**src/rtl/md_step_seq.sv**
```systemverilog
// G-15 multiply/divide/shift step sequencer: word alignment, even/odd word strobes, step count.
// Optional feature: define G15_MD_NORMALIZE_EN to let NORM (MD_OP=3) stop early on ID_MSB.
module md_step_seq #(
    parameter int STEP_W = 7
) (
    input  logic              CLOCK,
    input  logic              rst,
    input  logic              T29,
    input  logic              MD_GO,
    input  logic [1:0]        MD_OP,
    input  logic [STEP_W-1:0] STEPS,
    input  logic              ID_MSB,
    output logic              DS,
    output logic              CE,
    output logic              TE,
    output logic              OP_MUL,
    output logic              OP_DIV,
    output logic              BUSY,
    output logic              DONE,
    output logic [STEP_W-1:0] CNT
);

    typedef enum logic [1:0] {
        S_IDLE,
        S_SYNC,
        S_RUN,
        S_FIN
    } state_t;

    state_t            r_state;
    state_t            w_state_nxt;
    logic              r_ce;
    logic              w_ce_nxt;
    logic [STEP_W-1:0] r_cnt;
    logic [STEP_W-1:0] w_cnt_nxt;
    logic [STEP_W-1:0] w_cnt_dec;
    logic [1:0]        r_op;
    logic [1:0]        w_op_nxt;
    logic              w_norm_stop;

`ifdef G15_MD_NORMALIZE_EN
    assign w_norm_stop = (r_op == 2'd3) && ID_MSB;
`else
    logic w_unused_id_msb;
    assign w_unused_id_msb = ID_MSB;
    assign w_norm_stop     = 1'b0;
`endif

    always_ff @(posedge CLOCK) begin
        if (rst) begin
            r_state <= S_IDLE;
            r_ce    <= 1'b0;
            r_cnt   <= '0;
            r_op    <= '0;
        end else begin
            r_state <= w_state_nxt;
            r_ce    <= w_ce_nxt;
            r_cnt   <= w_cnt_nxt;
            r_op    <= w_op_nxt;
        end
    end

    always_comb begin
        w_state_nxt = r_state;
        w_ce_nxt    = r_ce;
        w_cnt_nxt   = r_cnt;
        w_op_nxt    = r_op;
        w_cnt_dec   = (r_cnt != '0) ? (r_cnt - STEP_W'(1)) : r_cnt;
        DS          = 1'b0;
        TE          = 1'b0;
        BUSY        = 1'b0;
        DONE        = 1'b0;

        case (r_state)
            S_IDLE: begin
                w_ce_nxt = 1'b0;
                if (MD_GO) begin
                    w_op_nxt    = MD_OP;
                    w_cnt_nxt   = STEPS;
                    w_state_nxt = S_SYNC;
                end
            end
            S_SYNC: begin
                BUSY = 1'b1;
                if (T29) begin
                    if (r_cnt == '0) begin
                        w_state_nxt = S_FIN;
                    end else begin
                        w_state_nxt = S_RUN;
                        w_ce_nxt    = 1'b1;
                    end
                end
            end
            S_RUN: begin
                DS   = 1'b1;
                BUSY = 1'b1;
                if (T29) begin
                    if (r_ce) begin
                        w_ce_nxt = 1'b0;
                    end else begin
                        TE = 1'b1;
                        // Normalise stop leaves CNT at the number of steps not performed.
                        if (w_norm_stop) begin
                            w_state_nxt = S_FIN;
                            w_ce_nxt    = 1'b0;
                        end else begin
                            w_cnt_nxt = w_cnt_dec;
                            if (w_cnt_dec == '0) begin
                                w_state_nxt = S_FIN;
                                w_ce_nxt    = 1'b0;
                            end else begin
                                w_ce_nxt = 1'b1;
                            end
                        end
                    end
                end
            end
            S_FIN: begin
                DONE        = 1'b1;
                w_ce_nxt    = 1'b0;
                w_state_nxt = S_IDLE;
            end
            default: begin
                w_ce_nxt    = 1'b0;
                w_state_nxt = S_IDLE;
            end
        endcase
    end

    assign CE     = r_ce;
    assign CNT    = r_cnt;
    assign OP_MUL = DS && (r_op == 2'd0);
    assign OP_DIV = DS && (r_op == 2'd1);

endmodule

```
**config.mk**
```make
export PLATFORM = sky130hd
export DESIGN_NAME = md_step_seq
export DESIGN_NICKNAME = d
export VERILOG_FILES = /design/src/rtl/md_step_seq.sv
export SDC_FILE = /design/constraint.sdc
export NUM_CORES = 1
export LEC_CHECK = 0
export ABC_AREA = 1
export CORE_UTILIZATION = 48
export DETAILED_ROUTE_END_ITERATION = 8
export PLACE_DENSITY = 0.83
export SLEW_MARGIN = 20
export SYNTH_ARGS = -nofsm -noshare
export SYNTH_HDL_FRONTEND = slang
export SYNTH_SLANG_ARGS = --single-unit
export TNS_END_PERCENT = 30
```
**constraint.sdc**
```tcl
create_clock -name CLOCK -period 2.4 [get_ports CLOCK]
set_input_delay 0.24 -clock CLOCK [delete_from_list [all_inputs] [get_ports CLOCK]]
set_output_delay 0.24 -clock CLOCK [all_outputs]
set_load 0.005 [all_outputs]
```
==> results of run 1 <==
-- state kept, by name, summed over array words and instances (netlist names) --
name	flops
CE	1
CNT	7
r_state	2
r_op	2
-- worst min-delay path, cell delays in order, from the launching register on --
cell and delay (ps):
dfxtp_1 330, nor2_1 100, nor2_1 50
-- how the worst max path moves through the flow --
stage | startpoint | end | cells after the start
2_1_floorplan | CNT[0] | r_state[1] | 14
3_3_place_gp | CNT[0] | r_state[0] | 13
3_5_place_dp | CNT[0] | r_state[0] | 13
4_1_cts | r_state[0] | OP_DIV | 5
5_1_grt | r_state[0] | TE | 6
6_report | r_state[0] | OP_DIV | 5
-- area by class of cell --
cell class / instances / area (um2) / share of cell area [%]
Multi-Input combinational cell: 101 / 542 / 45.4
Clock buffer: 4 / 36.3 / 3.04
Timing Repair Buffer: 28 / 275 / 23.1
Sequential cell: 12 / 240 / 20.1
Tap cell: 25 / 31.3 / 2.62
Inverter: 18 / 67.6 / 5.67
-- layout by cell type (no fill, tap or decap), drive strengths merged --
cell type,n
a21oi,10
a221oi,5
buf,2
clkbuf,4
clkdlybuf4s50,26
dfxtp,12
ha,6
inv,18
nand2,29
nand3,11
nand4,3
nor2,23
nor3,1
nor3b,1
o211ai,1
o21ai,7
o22ai,2
or2,1
xor2,1
-- stage by stage --
step	cell area, um2	instances	util [%]	total power, mW	hold slack, ps
global placement	1160	184	67.0	1.64	487
CTS	1190	188	69.1	1.89	527
detailed placement	1160	184	67.0	1.70	509
floorplan	877	136	-	1.31	403
global route	1190	188	69.1	2.08	545
finish	1190	188	69.1	1.90	522
-- cell families after synthesis --
group | Yosys count | synth area share [%]
adder cells (fa/ha/maj) | 6 | 8.56
AND/OR/NAND/NOR | 69 | 34.8
AO/OA/AOI/OAI | 25 | 17.4
buffers and inverters | 23 | 10.8
XOR/XNOR | 1 | 0.999
flip-flops | 12 | 27.4
-- cells in the mapped netlist, types with 2 or more instances --
| cell | n | area [um2] |
|---|---|---|
| ha_1 | 6 | 75.1 |
| nor2_1 | 21 | 78.8 |
| o21ai_1 | 3 | 15.0 |
| dfxtp_1 | 12 | 240 |
| a21oi_1 | 10 | 50.1 |
| clkbuf_1 | 3 | 11.3 |
| a221oi_1 | 5 | 43.8 |
| o21ai_0 | 3 | 15.0 |
| nand3_1 | 10 | 50.1 |
| o22ai_1 | 2 | 12.5 |
| nand4_1 | 3 | 18.8 |
| nand2_1 | 28 | 105 |
| inv_1 | 18 | 67.6 |
-- per-layer routing --
layer,vias to the layer above,share of wire [%],global-route usage (%)
met4,0,3.4,16.4
met5,-,0,0
met2,48,47,39.4
li1,503,-,-
met1,464,44,30.9
met3,9,5.9,3.20
-- where the power goes --
part           switching, mW  internal [mW]
logic                  0.763          0.569
clock network         0.0828         0.0925
registers              0.110          0.288
total                  0.956          0.949
==> metrics.md, run 1 <==
| Metric | Value |
|---|---|
| H-tree depth | `1` |
| Setup violations, final | `0` |
| Reg2reg end | `r_state[0]` |
| Synth async-reset ratio | `0%` |
| Final antenna-violating net count | `0` |
| Status | `completed` |
| Syn Nets | `156` |
| Final Hold Fails | `0` |
| Slew @ Worst Pin | `354 ps` |
| Hold path start | `r_op[0]` |
| Global-route wire length before repair | `3590 um` |
| DRC Markers | `0` |
| Max Root-Sink Buffers | `2` |
| Placeable core area | `1730 um2` |
| CP peak stage delay | `540 ps` |
| Nets | `184` |
| Final wirelength | `2340 um` |
| Layout Skew | `4.99 ps` |
| Fmax | `467 MHz` |
| Worst-path clk slew | `90 ps` |
| DIE AREA | `2000 um2` |
| Pin count of the biggest net entering global routing | `15` |
| Clk root buf | `clkbuf_4` |
| Reg2reg setup slack | `390 ps` |
| Inserted Diodes | `0` |
| Hold depth | `2` |
| Avg Inst Size Synth | `6.45 um2` |
| Ports | `28` |
| Post-Route Setup TNS | `0 ps` |
| Initial Utilization | `50.8%` |
| Vias in the first global route | `851` |
| Share of cells above drive strength 1 | `6.75%` |
| Post-layout min period | `2140 ps` |
| Post-Syn Area | `877 um2` |
| Hold WC Path Type | `flop to flop` |
| Maxcap violations | `0` |
| Post CTS Setup Buffer Count | `0` |
| RSZ-0062 raised after global routing | `false` |
| Total CTS buffers | `3` |
| CTS tree | `done` |
| CP top delay family | `buffers and inverters` |
| GR Overflow Total | `0` |
| Initial antenna violation count | `0` |
| PostCTS Resize Cnt | `0` |
| Chip Width | `44.7 um` |
| Worst r2r path cells | `13` |
| Final HPWL from detailed placement | `1690 um` |
| Sequential area share after synthesis | `27.4%` |
| Number of port buffers | `26` |
| Number of synthesized flops with an enable pin | `0` |
| PD cells | `1600 nW/um2` |
| Pins Over Slew Limit | `0` |
| Synthesized instance count | `136` |
| Vert. Die Dim | `44.7 um` |
| Critical-path top delay cell | `clkdlybuf4s50_1` |
| Drt initial violations | `27` |
| Syn-to-layout area delta | `35.9%` |
| Gr usage total | `24.6%` |
| Row count | `15` |
| Final period util | `89.3%` |
| WP buf/inv | `3` |
| DR pass1 iterations | `4` |
| Critical Path RT | `2160 ps` |
| Detailed-route vias per instance | `5.45` |
| Final worst slack | `258 ps` |
| Post-place setup slack | `464 ps` |
| CTS Sinks | `12` |
| Vias | `1,024` |
| CP Launch Type | `flop` |
| Headroom to the max-slew limit | `76.4%` |
| Cts-stage hold buffer count | `0` |
| Yosys reg bits | `12` |
| Clk_lat worst skew | `290 ps` |
| Reg-to-Reg Start | `CNT[0]` |
| Unique masters post-synth | `25` |
| LEAKAGE | `0.531 nW` |
| Element type at the critical path end | `output port` |
| WS Path Type | `flop to output port` |
| Fillers | `168` |
| Hold path endpoint | `r_op[0]` |
| Critical Path Fanout Max | `11` |
| Final Wtd Congestion | `0.866` |
| Synthesis Warnings | `0` |
| Routed len/inst | `12.4 um` |
| CP arrival | `1900 ps` |
| Worst path cell trace | `inv_1 > ha_1 > inv_1 > nor3b_1 > clkdlybuf4s50_1` |
| Synth Flop Type | `dfxtp_1` |
| Peak supply drop | `993 uV` |
| Most used cell, CP | `inv_1` |
Note: power is estimated with default switching activity, not from simulation.
==> run 2, diff against run 1 <==
- GPL_TIMING_DRIVEN: unset -> 0
==> run 2 against run 1 <==
- critical path depth stayed put
- worst hold slack worse by 150 ps
- maximum frequency decreased by 4.8%
- power increased by 0.10%
- flip-flop and latch count did not move
- sequential share of layout area about the same
- design area down 0.10%
- clock power is 3% lower
- via count decreased by 2.1%
- non-clock buffer count is 1 higher
- utilization shrank 0.072 points
- final cell count is 0.53% higher
- critical path type unchanged
- largest cell class unchanged
==> metrics.md, run 2 (same netlist as run 1, synthesis figures left out) <==
| Metric | Value |
|---|---|
| Status | `completed` |
| WS Path Type | `flop to output port` |
| H-tree depth | `1` |
| Post-Route Setup TNS | `0 ps` |
| Fin Hold WS | `369 ps` |
| Vert. Die Dim | `44.7 um` |
| Global-route wire length before repair | `3610 um` |
| Nets | `185` |
| DRC Markers | `0` |
| Total CTS buffers | `3` |
| Layout Skew | `1.99 ps` |
| Row count | `15` |
| Max FFs per register | `7` |
| Inserted Diodes | `0` |
| Placed Instance Area | `1160 um2` |
| Max Root-Sink Buffers | `2` |
| Syn-to-layout area delta | `35.8%` |
| Hold WC Path Type | `input port to flop` |
| Post-Place Cells | `186` |
| Routed len/inst | `11.8 um` |
| Element type at the critical path end | `output port` |
| Final HPWL from detailed placement | `1670 um` |
| Detailed-route vias per instance | `5.30` |
| PD cells | `1600 nW/um2` |
| LEAKAGE | `0.529 nW` |
| Final Hold Fails | `0` |
| Share of cells above drive strength 1 | `6.71%` |
| Non-Filler Instances | `189` |
| Slew @ Worst Pin | `521 ps` |
| Clk root buf | `clkbuf_4` |
| GR Overflow Total | `0` |
| Initial Utilization | `50.8%` |
| Cts-stage hold buffer count | `0` |
| CP arrival | `2010 ps` |
| Comb power frac | `70.5%` |
| Final Wtd Congestion | `0.895` |
| Critical Path Fanout Max | `11` |
| Final period util | `93.8%` |
| Fmax | `444 MHz` |
| Internal | `963 uW` |
| DR pass1 iterations | `5` |
| Clk_lat worst skew | `280 ps` |
| Worst-path clk slew | `90 ps` |
| Drt initial violations | `20` |
| Net Sw Frac | `49.5%` |
| Maxcap violations | `0` |
| Flop pwr share | `20.6%` |
| Vias in the first global route | `886` |
| CTS Sinks | `12` |
| Most frequent cells in the layout | `28 x nand2_1, 25 x clkdlybuf4s50_1, 21 x nor2_1, 18 x inv_1, 12 x dfxtp_1` |
| PostCTS Resize Cnt | `0` |
| Pwr Total | `1.91 mW` |
| Psw | `944 uW` |
| Power share of the clock group | `8.9%` |
| Chip Width | `44.7 um` |
| Final Cell Area | `1190 um2` |
| Final antenna-violating net count | `0` |
| Final wirelength | `2230 um` |
| Initial antenna violation count | `0` |
| Gr usage total | `24.1%` |
| Vias | `1,002` |
| Pins Over Slew Limit | `0` |
| Setup violations, final | `0` |
| CP Launch Type | `flop` |
| Headroom to the max-slew limit | `65.2%` |
| Number of port buffers | `25` |
| Ports | `28` |
| CTS tree | `done` |
| Commonest non-fill, non-tap cell in the layout | `nand2_1` |
| Placeable core area | `1730 um2` |
| Fillers | `167` |
| Post-layout min period | `2250 ps` |
| Pin count of the biggest net entering global routing | `11` |
| Post CTS Setup Buffer Count | `0` |
| RSZ-0062 raised after global routing | `false` |
| DIE AREA | `2000 um2` |
| Peak supply drop | `902 uV` |
| Critical Path RT | `2160 ps` |
[run 2: cell type report]
cell class / instances / area, um2 / area share (%)
Multi-Input combinational cell: 101 / 542 / 45.5
Buffer: 4 / 23.8 / 2.00
Clock buffer: 4 / 36.3 / 3.05
Tap cell: 25 / 31.3 / 2.63
Sequential cell: 12 / 240 / 20.2
Inverter: 18 / 67.6 / 5.67
Timing Repair Buffer: 25 / 250 / 21.0
[run 2: routing by layer]
layer / routed length [um] / up-vias / share of wire [%] / global-route usage (%)
met5: 0 / - / 0 / 0
met4: 25 / 0 / 1.1 / 9.09
met3: 137 / 4 / 6.1 / 4.00
met2: 1050 / 40 / 47 / 40.0
met1: 1020 / 447 / 46 / 31.4
li1: - / 511 / - / -
[run 2: final timing paths]
path | slack, ps | start | to | depth (start not counted)
worst max-delay path | 150 | r_state[0] | OP_DIV | 5
worst min-delay path | 370 | rst | CNT[2] | 2
worst max register to register | 390 | r_state[0] | CNT[4] | 8
worst min register to register | 520 | r_op[1] | r_op[1] | 2
[run 2: power by group through the flow]
stage	registers, mW	logic (mW)	clock network [mW]
finish	0.392	1.34	0.170
global route	0.404	1.50	0.184
CTS	0.390	1.34	0.171
detailed placement	0.394	1.33	0
global placement	0.391	1.28	0
floorplan	0.382	0.924	0
[run 2: critical path: stages (launching register included)]
cell,delay [ps]
dfxtp_1,360
inv_1,110
ha_1,250
inv_1,210
nor3b_1,260
clkdlybuf4s50_1,540
[run 2: through the flow]
step / utilization (%) / setup slack (ps)
3_5_place_dp: 67.1 / 355
4_1_cts: 69.2 / 24.3
6_report: 69.0 / 150
2_1_floorplan: - / 728
3_3_place_gp: 67.1 / 434
5_1_grt: 69.0 / 17.8
